### src/rtl/spi_target.sv
`default_nettype none
// ============================================================================
//  Module   : spi_target
//  Purpose  : SPI target transceiver. Oversamples sclk/ss_n/mosi in the system
//             clock domain and exchanges one byte per 8 sclk cycles.
//             Define SPI_TARGET_RXFIFO_EN for a 4-entry receive FIFO.
//  Revision : 1.0 - initial release
// ============================================================================
module spi_target #(
    parameter int         SYNC_STAGES = 2,
    parameter logic [7:0] IDLE_FILL   = 8'hFF
) (
    input  logic        clock,
    input  logic        reset,
    input  logic [15:0] conf,
    input  logic [7:0]  tx,
    input  logic        tx_load,
    output logic        tx_ready,
    output logic [7:0]  rx,
    output logic        rx_valid,
    input  logic        rx_ack,
    input  logic        clear_flags,
    output logic        overrun,
    output logic        underrun,
    output logic        busy,
    input  logic        ss_n,
    input  logic        sclk,
    input  logic        mosi,
    output logic        miso,
    output logic        miso_oe
);

    localparam logic [1:0] c_IDLE  = 2'd0;
    localparam logic [1:0] c_LOAD  = 2'd1;
    localparam logic [1:0] c_SHIFT = 2'd2;

    logic [SYNC_STAGES-1:0] r_sclk_sync;
    logic [SYNC_STAGES-1:0] r_ss_sync;
    logic [SYNC_STAGES-1:0] r_mosi_sync;
    logic                   r_sclk_d;
    logic                   r_ss_d;

    logic [1:0] r_state;
    logic [1:0] w_state_next;
    logic       r_cpol;
    logic       r_cpha;
    logic [7:0] r_shift;
    logic [3:0] r_cnt;
    logic       r_sample;
    logic       r_fill_pend;
    logic       r_done;
    logic [7:0] r_byte;
    logic [7:0] r_tx_hold;
    logic       r_tx_ready;
    logic       r_overrun;
    logic       r_underrun;

    logic       w_sclk_s;
    logic       w_ss_s;
    logic       w_mosi_s;
    logic       w_lead;
    logic       w_trail;
    logic       w_active;
    logic       w_reload_now;
    logic       w_shift_now;
    logic       w_sample_now;
    logic       w_complete;
    logic       w_fill_now;
    logic       w_defer;
    logic       w_under_set;
    logic       w_over_set;
    logic [7:0] w_reload_data;
    logic       w_unused_conf;

    assign w_unused_conf = ^conf[15:2];

    always_ff @(posedge clock) begin
        if (reset) begin
            r_sclk_sync <= '0;
            r_ss_sync   <= '1;
            r_mosi_sync <= '0;
            r_sclk_d    <= 1'b0;
            r_ss_d      <= 1'b1;
        end else begin
            r_sclk_sync <= {r_sclk_sync[SYNC_STAGES-2:0], sclk};
            r_ss_sync   <= {r_ss_sync[SYNC_STAGES-2:0], ss_n};
            r_mosi_sync <= {r_mosi_sync[SYNC_STAGES-2:0], mosi};
            r_sclk_d    <= w_sclk_s;
            r_ss_d      <= w_ss_s;
        end
    end

    assign w_sclk_s = r_sclk_sync[SYNC_STAGES-1];
    assign w_ss_s   = r_ss_sync[SYNC_STAGES-1];
    assign w_mosi_s = r_mosi_sync[SYNC_STAGES-1];

    // Leading edge leaves the idle (cpol) level, trailing edge returns to it.
    assign w_lead  = (w_sclk_s ^ r_sclk_d) && (w_sclk_s != r_cpol);
    assign w_trail = (w_sclk_s ^ r_sclk_d) && (w_sclk_s == r_cpol);

    always_ff @(posedge clock) begin
        if (reset) begin
            r_state <= c_IDLE;
        end else begin
            r_state <= w_state_next;
        end
    end

    always_comb begin
        w_state_next = r_state;
        case (r_state)
            c_IDLE:  if (!w_ss_s) w_state_next = c_LOAD;
            c_LOAD:  w_state_next = w_ss_s ? c_IDLE : c_SHIFT;
            c_SHIFT: if (w_ss_s) w_state_next = c_IDLE;
            default: w_state_next = c_IDLE;
        endcase
    end

    // r_cnt counts samples of the current byte; 8 means "complete, reload due".
    assign w_active      = (r_state == c_SHIFT) && !w_ss_s;
    assign w_reload_now  = ((r_state == c_LOAD) && !w_ss_s) ||
                           (w_active && (r_cnt == 4'd8) && (r_cpha ? w_lead : w_trail));
    assign w_shift_now   = w_active && (r_cpha ? (w_lead && (r_cnt != 4'd0) && (r_cnt != 4'd8))
                                               : (w_trail && (r_cnt != 4'd8)));
    assign w_sample_now  = w_active && (r_cnt != 4'd8) && (r_cpha ? w_trail : w_lead);
    assign w_complete    = w_sample_now && (r_cnt == 4'd7);
    assign w_reload_data = r_tx_ready ? IDLE_FILL : r_tx_hold;

    // In cpha=0 the reload happens at the end of the previous byte, so the
    // underrun is only flagged once the next byte actually begins.
    assign w_fill_now  = w_reload_now && r_tx_ready;
    assign w_defer     = (r_state == c_SHIFT) && !r_cpha;
    assign w_under_set = (w_fill_now && !w_defer) ||
                         (w_active && !r_cpha && w_lead && r_fill_pend);

    always_ff @(posedge clock) begin
        if (reset) begin
            r_cpol      <= 1'b0;
            r_cpha      <= 1'b0;
            r_shift     <= IDLE_FILL;
            r_cnt       <= 4'd0;
            r_sample    <= 1'b0;
            r_fill_pend <= 1'b0;
            r_done      <= 1'b0;
            r_byte      <= 8'h00;
        end else begin
            if ((r_state == c_IDLE) && w_ss_s) begin
                r_cpol <= conf[1];
                r_cpha <= conf[0];
            end

            if ((r_state != c_IDLE) && w_ss_s) begin
                r_shift <= IDLE_FILL;
            end else if (w_reload_now) begin
                r_shift <= w_reload_data;
            end else if (w_shift_now) begin
                r_shift <= {r_shift[6:0], r_sample};
            end

            if (w_ss_s || w_reload_now) begin
                r_cnt <= 4'd0;
            end else if (w_sample_now) begin
                r_cnt <= r_cnt + 4'd1;
            end

            if (w_sample_now) begin
                r_sample <= w_mosi_s;
            end

            if ((r_state != c_SHIFT) || w_ss_s) begin
                r_fill_pend <= 1'b0;
            end else if (w_fill_now && w_defer) begin
                r_fill_pend <= 1'b1;
            end else if (w_lead) begin
                r_fill_pend <= 1'b0;
            end

            r_done <= w_complete;
            if (w_complete) begin
                r_byte <= {r_shift[6:0], w_mosi_s};
            end
        end
    end

    // A reload and a new tx_load cannot both touch r_tx_ready: one needs it
    // clear, the other set.
    always_ff @(posedge clock) begin
        if (reset) begin
            r_tx_hold  <= 8'h00;
            r_tx_ready <= 1'b1;
        end else if (tx_load && r_tx_ready) begin
            r_tx_hold  <= tx;
            r_tx_ready <= 1'b0;
        end else if (w_reload_now && !r_tx_ready) begin
            r_tx_ready <= 1'b1;
        end
    end

`ifdef SPI_TARGET_RXFIFO_EN
    logic [7:0] r_fifo [4];
    logic [1:0] r_wr_ptr;
    logic [1:0] r_rd_ptr;
    logic [2:0] r_count;
    logic       w_pop;
    logic       w_push;

    assign w_pop      = rx_ack && (r_count != 3'd0);
    assign w_push     = r_done && ((r_count != 3'd4) || w_pop);
    assign w_over_set = r_done && !w_push;

    always_ff @(posedge clock) begin
        if (reset) begin
            for (int i = 0; i < 4; i++) begin
                r_fifo[i] <= 8'h00;
            end
            r_wr_ptr <= 2'd0;
            r_rd_ptr <= 2'd0;
            r_count  <= 3'd0;
        end else begin
            if (w_push) begin
                r_fifo[r_wr_ptr] <= r_byte;
                r_wr_ptr         <= r_wr_ptr + 2'd1;
            end
            if (w_pop) begin
                r_rd_ptr <= r_rd_ptr + 2'd1;
            end
            r_count <= r_count + {2'b00, w_push} - {2'b00, w_pop};
        end
    end

    assign rx       = r_fifo[r_rd_ptr];
    assign rx_valid = (r_count != 3'd0);
`else
    logic [7:0] r_rx;
    logic       r_rx_valid;

    assign w_over_set = r_done && r_rx_valid && !rx_ack;

    always_ff @(posedge clock) begin
        if (reset) begin
            r_rx       <= 8'h00;
            r_rx_valid <= 1'b0;
        end else if (r_done) begin
            r_rx       <= r_byte;
            r_rx_valid <= 1'b1;
        end else if (rx_ack && r_rx_valid) begin
            r_rx_valid <= 1'b0;
        end
    end

    assign rx       = r_rx;
    assign rx_valid = r_rx_valid;
`endif

    always_ff @(posedge clock) begin
        if (reset) begin
            r_overrun  <= 1'b0;
            r_underrun <= 1'b0;
        end else begin
            if (w_over_set) begin
                r_overrun <= 1'b1;
            end else if (clear_flags) begin
                r_overrun <= 1'b0;
            end
            if (w_under_set) begin
                r_underrun <= 1'b1;
            end else if (clear_flags) begin
                r_underrun <= 1'b0;
            end
        end
    end

    assign tx_ready = r_tx_ready;
    assign overrun  = r_overrun;
    assign underrun = r_underrun;
    assign busy     = !r_ss_d;
    assign miso_oe  = !r_ss_d;
    assign miso     = r_shift[7];

endmodule
`default_nettype wire

### config.mk
export PLATFORM = sky130hd
export DESIGN_NAME = spi_target
export DESIGN_NICKNAME = d
export VERILOG_FILES = /design/src/rtl/spi_target.sv
export SDC_FILE = /design/constraint.sdc
export NUM_CORES = 1
export LEC_CHECK = 0
export CORE_MARGIN = 1
export CORE_UTILIZATION = 54
export DETAILED_ROUTE_END_ITERATION = 6
export PLACE_DENSITY = 0.9
export SYNTH_ARGS = -nofsm -noshare
export SYNTH_HDL_FRONTEND = slang
export SYNTH_SLANG_ARGS = --single-unit
export TNS_END_PERCENT = 30
### constraint.sdc
create_clock -name clock -period 5.71 [get_ports clock]
set_clock_uncertainty 0.05 [all_clocks]
set_input_delay 1.142 -clock clock [delete_from_list [all_inputs] [get_ports clock]]
set_output_delay 1.142 -clock clock [all_outputs]
set_load 0.01 [all_outputs]
==> results of run 1 <==
[final cells by class]
| type | count | share of cell area |
|---|---|---|
| sequential | 55 | 0.408 |
| multi-input combinational | 173 | 0.393 |
| timing repair buffer | 33 | 0.122 |
| clock buffer | 6 | 0.0269 |
| clock inverter | 2 | 0.0223 |
| tap | 48 | 0.0223 |
| inverter | 4 | 0.00557 |
[report_power, final]
part           internal, uW  switching, uW  leakage, uW
Clock                   175            119    0.0000654
Combinational          22.4           18.9     0.000461
Sequential              391           8.50     0.000447
Total                   588            147     0.000973
[sequential cells by signal (all words and copies together) (netlist names), 2 cells and up]
signal,count
r_byte,8
r_cnt,4
r_mosi_sync,2
r_sclk_sync,2
r_shift,8
r_ss_sync,2
r_state,2
r_tx_hold,8
rx,8
[synth_stat cells, types with 2 or more instances]
cell	n
nand3_1	19
o21ai_0	18
or2_2	4
nand2_1	14
dfxtp_1	55
nand3b_1	3
and3_1	8
a21oi_1	13
xnor2_1	3
nor2b_1	7
nor3_1	10
inv_1	4
ha_1	2
mux2i_1	19
and2b_1	2
nand2b_1	5
clkbuf_1	10
nor2_1	28
[through the flow]
step	cell area (um2)	power, uW
CTS	2700	741
floorplan	2230	430
global placement	2560	448
detailed placement	2560	450
finish	2700	735
global route	2700	764
[logic make-up (layout without fill, tap and decap cells)]
logic type | after synthesis | after routing | share of synthesized area
fa+ha+maj | 2 | 2 | 0.0112
simple gates | 107 | 107 | 0.245
buf+inv | 16 | 45 | 0.0292
compound gates | 39 | 39 | 0.104
mux | 21 | 21 | 0.0966
flops | 55 | 55 | 0.494
xor+xnor | 4 | 4 | 0.0191
[path summary, 6_finish.rpt]
path	endpoint	cells after the start
worst max-delay path	tx_ready	1
worst min-delay path	r_ss_sync[1]	1
worst max register to register	r_fill_pend	5
worst min register to register	r_ss_sync[1]	1
[routing by layer]
layer,global-route usage,share of wire
met3,0.0638,0.038
met4,0.0984,0.019
met2,0.362,0.48
met5,0,0
met1,0.277,0.47
==> reports/summary.txt, run 1 <==
synth warn = 0
detailed router's first-iteration violation count = 87
final WL = 4.24 mm
FF-to-FF Start = r_state[0]
Detail Route Antenna Nets = 0
clk_lat worst skew = 0.31 ns
Synth cell types = 38
final setup vio count = 0
CTS clock-pin slew for the worst setup and hold paths = 0.09 ns
Slew @ Worst Pin = 0.780 ns
Resized Gates After CTS = 0
WHS = 0.365 ns
Clock Root Buffer = clkbuf_8
final setup margin = 2.82 ns
Die W = 66.2 um
TritonCTS clock tree = done
clock period minus worst slack = 2.89 ns
DRT Pass-1 Iters = 4
first-pass GRT wire length = 7.42 mm
n_diodes = 0
Post-route DRC = 0
PwrDens = 273 nW/um2
hold_buf cts = 0
final non-filler cell total = 321
Main synth FF type = dfxtp_1
HP Start = r_ss_sync[0]
CP Capture Type = output port
Leakage Power = 0.000973 uW
Syn Area/Cell = 9.13 um2
vias = 1755
DP Cell Count = 313
total gr overflow = 0
startpoint types = flop
clk sinks = 55
NumNets Final = 306
Seq. cell area = 1100 um2
leading area contributor after synthesis = dfxtp_1
CP required = 4.52 ns
max_cap viols = 0
Rel. slew slack = 0.473
Detail Placement HPWL = 2.93 mm
vias in the first global route = 1682
number of antenna violations at the first check in global routing = 0
Die Height = 66.2 um
largest fanout on the critical path = 21
Fillers = 306
CP Class = reg2out
Final TNS setup = 0 ns
arrival time worst endpoint = 1.69 ns
Max Clk Rate = 0.346 GHz
slowest cell on the critical path = dfxtp_1
max incr delay on CP = 0.73 ns
post-synthesis sequential area ratio = 0.494
worst setup path startpoint = tx_ready
flops & latches, synth = 55
final period utilization = 0.506
Peak supply drop = 0.223 mV
Die ar. = 4390 um2
core footprint = 3800 um2
postcts setup bufs = 0
final hold vios = 0
Worst path top cell family by delay = flip-flops
pre-CTS WS = 2.96 ns
Synth-to-Final Area Change = 21.1%
I/O pins = 47
WL/cell = 13.2 um
htree depth = 2
RSZ-0062 raised after global routing = no
most frequent cells in the layout = dfxtp_1, clkdlybuf4s50_1, nor2_1, nand3_1, mux2i_1
final weighted congestion in routability-driven placement = 0.835
Cell Chain, Critical Path = clkdlybuf4s50_1
worst hold path class = reg2reg
largest net degree at the start of global routing = 42
area occupied by multi-input gates = 1060 um2
clock tree buffer depth = 2
Initial Utilization = 0.586
Mapped Area = 2230 um2
row count = 22
total CTS buffers = 5
Post-synth EDFFs = 0
cell count after synthesis = 244
global-route usage over all layers = 0.225
outcome = finished clean
Port Buffers = 32
Synth area leaders = dfxtp_1, mux2i_1, nor2_1, nand3_1, o21ai_0
Slew Limit Fails = 0
most common cell after layout, fill and taps aside = dfxtp_1
asr flop ratio synth = 0
syn_nets = 278
share of the synthesized area in the top cell type = 0.494
fin util = 0.710
R2R setup slack = 3.60 ns
ratio of cells with drive above 1 in the final layout = 0.0659
CP Buf/Inv Count = 1
Via density = 5.47
Note: power is estimated with default switching activity, not from simulation.
==> run 2, diff against run 1 <==
--- a/config.mk
+++ b/config.mk
@@ -6,9 +6,9 @@
 export NUM_CORES = 1
 export LEC_CHECK = 0
 export CORE_MARGIN = 1
-export CORE_UTILIZATION = 54
+export CORE_UTILIZATION = 50
 export DETAILED_ROUTE_END_ITERATION = 6
-export PLACE_DENSITY = 0.9
+export PLACE_DENSITY = 0.85
 export SYNTH_ARGS = -nofsm -noshare
 export SYNTH_HDL_FRONTEND = slang
 export SYNTH_SLANG_ARGS = --single-unit
==> constraint.sdc (replaced) <==
create_clock -name clock -period 2.82 [get_ports clock]
set_clock_uncertainty 0.05 [all_clocks]
set_input_delay 0.564 -clock clock [delete_from_list [all_inputs] [get_ports clock]]
set_output_delay 0.564 -clock clock [all_outputs]
set_load 0.01 [all_outputs]
==> run 2 against run 1 <==
Register-to-register slack got worse by 2.9 ns. Wire length decreased by 6.6%. Global-route usage decreased by 3.1 points. Setup slack lost 2.1 ns. Combinational power grew 120%. Die area increased by 7.8%. Clock power increased by 48%. Critical path type is now reg2reg. Largest power group unchanged.
==> reports/summary.txt, run 2 (synthesized netlist as in run 1, its figures left out) <==
worst hold path endpoint = r_ss_sync[1]
row count = 23
Combinational Power Share = 0.070
total gr overflow = 0
switching pwr = 312 uW
number of antenna violations at the first check in global routing = 0
Detail Route Antenna Nets = 0
worst setup path startpoint = r_state[0]
Die W = 68.7 um
hold-critical path depth = 1
detailed router's first-iteration violation count = 78
Final Power = 1330 uW
Die ar. = 4730 um2
wl on met1 = 1.86 mm
hold_buf cts = 0
clock tree buffer depth = 2
Port Buffers = 32
RSZ-0062 raised after global routing = no
R2R setup slack = 0.70 ns
Die Height = 68.7 um
worst hold path class = reg2reg
ratio of cells with drive above 1 in the final layout = 0.0797
Cell Chain, Critical Path = nand2b_1, or2_1, o32a_4, or3b_1, a211oi_2
max incr delay on CP = 0.50 ns
PwrDens = 495 nW/um2
max_cap viols = 0
largest fanout on the critical path = 19
met3 routed WL = 162 um
Register-to-Register Path Depth = 5
largest net degree at the start of global routing = 24
Post-route DRC = 0
final weighted congestion in routability-driven placement = 0.792
CP Capture Type = flop
Via density = 5.37
wire length on met2 = 1.87 mm
Stages on worst setup path = 5
core footprint = 4140 um2
CP Class = reg2reg
Detail Placement HPWL = 2.84 mm
slowest cell on the critical path = o32a_4
arrival time worst endpoint = 2.32 ns
Crit Reg-Reg Endpoint = r_fill_pend
Rel. slew slack = 0.456
htree depth = 2
most frequent cells in the layout = dfxtp_1, clkdlybuf4s50_1, nor2_1, nand3_1, mux2i_1
internal power = 1020 uW
Resized Gates After CTS = 0
most common cell after layout, fill and taps aside = dfxtp_1
Clock Root Buffer = clkbuf_8
WL/cell = 12.1 um
DRT Pass-1 Iters = 4
Worst path top cell family by delay = simple AND/OR/NAND/NOR gates
Max Clk Rate = 0.471 GHz
TritonCTS clock tree = done
startpoint types = flop
clk sinks = 55
total CTS buffers = 5
final period utilization = 0.753
Flop pwr share = 0.604
CTS clock-pin slew for the worst setup and hold paths = 0.09 ns
CP required = 3.01 ns
Leakage Power = 0.000963 uW
Slew @ Worst Pin = 0.806 ns
Final Instance Area = 2680 um2
Clk pwr share = 0.326
final hold vios = 0
HP Start = r_ss_sync[0]
WHS = 0.379 ns
CP Buf/Inv Count = 0
Sw Share = 0.234
clk_lat worst skew = 0.31 ns
Slew Limit Fails = 0
DR top layer = met4
first-pass GRT wire length = 6.76 mm
final WL = 3.96 mm
Synth-to-Final Area Change = 20.4%
clock period minus worst slack = 2.12 ns
final setup vio count = 0
NumNets Final = 309
vias = 1752
Peak supply drop = 0.256 mV
Initial Utilization = 0.537
global-route usage over all layers = 0.193
Final TNS setup = 0 ns
I/O pins = 47
postcts setup bufs = 0
outcome = finished clean
fin util = 0.647
Placed Area = 2590 um2
FF-to-FF Start = r_state[0]
n_diodes = 0
vias in the first global route = 1507
## run 2: cell types whose count changed in the layout (fill, tap and decap cells not counted)
cell,change
inv_6,+1
clkinvlp_4,+2
clkbuf_1,-1
bufinv_16,-2
buf_4,+3
## run 2: power by group through the flow
stage / Clock, uW / Sequential [uW] / Combinational [uW]
after floorplan: 0 / 818 / 53.8
after global placement: 0 / 820 / 91.3
after detailed placement: 0 / 821 / 93.0
after CTS: 446 / 803 / 93.5
after global routing: 476 / 805 / 104
final: 434 / 802 / 92.9
## run 2: stage by stage
step	worst slack, ns	instances
after floorplan	0.869	244
after global placement	0.733	318
after detailed placement	0.703	318
after CTS	0.691	326
after global routing	0.593	326
final	0.695	326
## run 2: area by class of cell
type / instances / area (um2)
clock buffer: 5 / 68.8
clock inverter: 3 / 23.8
tap: 50 / 62.6
multi-input combinational: 173 / 1060
sequential: 55 / 1100
inverter: 4 / 15.0
timing repair buffer: 36 / 350
fill: 370 / 1460
## run 2: worst max-delay path by stage
stage,end,slack [ns]
after floorplan,r_fill_pend,0.87
after global placement,r_shift[7],0.73
after detailed placement,r_shift[4],0.70
after CTS,r_fill_pend,0.69
after global routing,r_fill_pend,0.59
final,r_fill_pend,0.70
## run 2: worst reg2reg max path, stage by stage (launching register included)
cell      delay [ns]
dfxtp_1         0.35
nand2b_1        0.23
or2_1           0.33
o32a_4          0.50
or3b_1          0.39
a211oi_2        0.20
## run 2: metal layers
layer	vias to the layer above	GRT usage
met4	0	0.0791
met5	-	0
met1	802	0.250
li1	904	-
met2	41	0.308
met3	5	0.0477
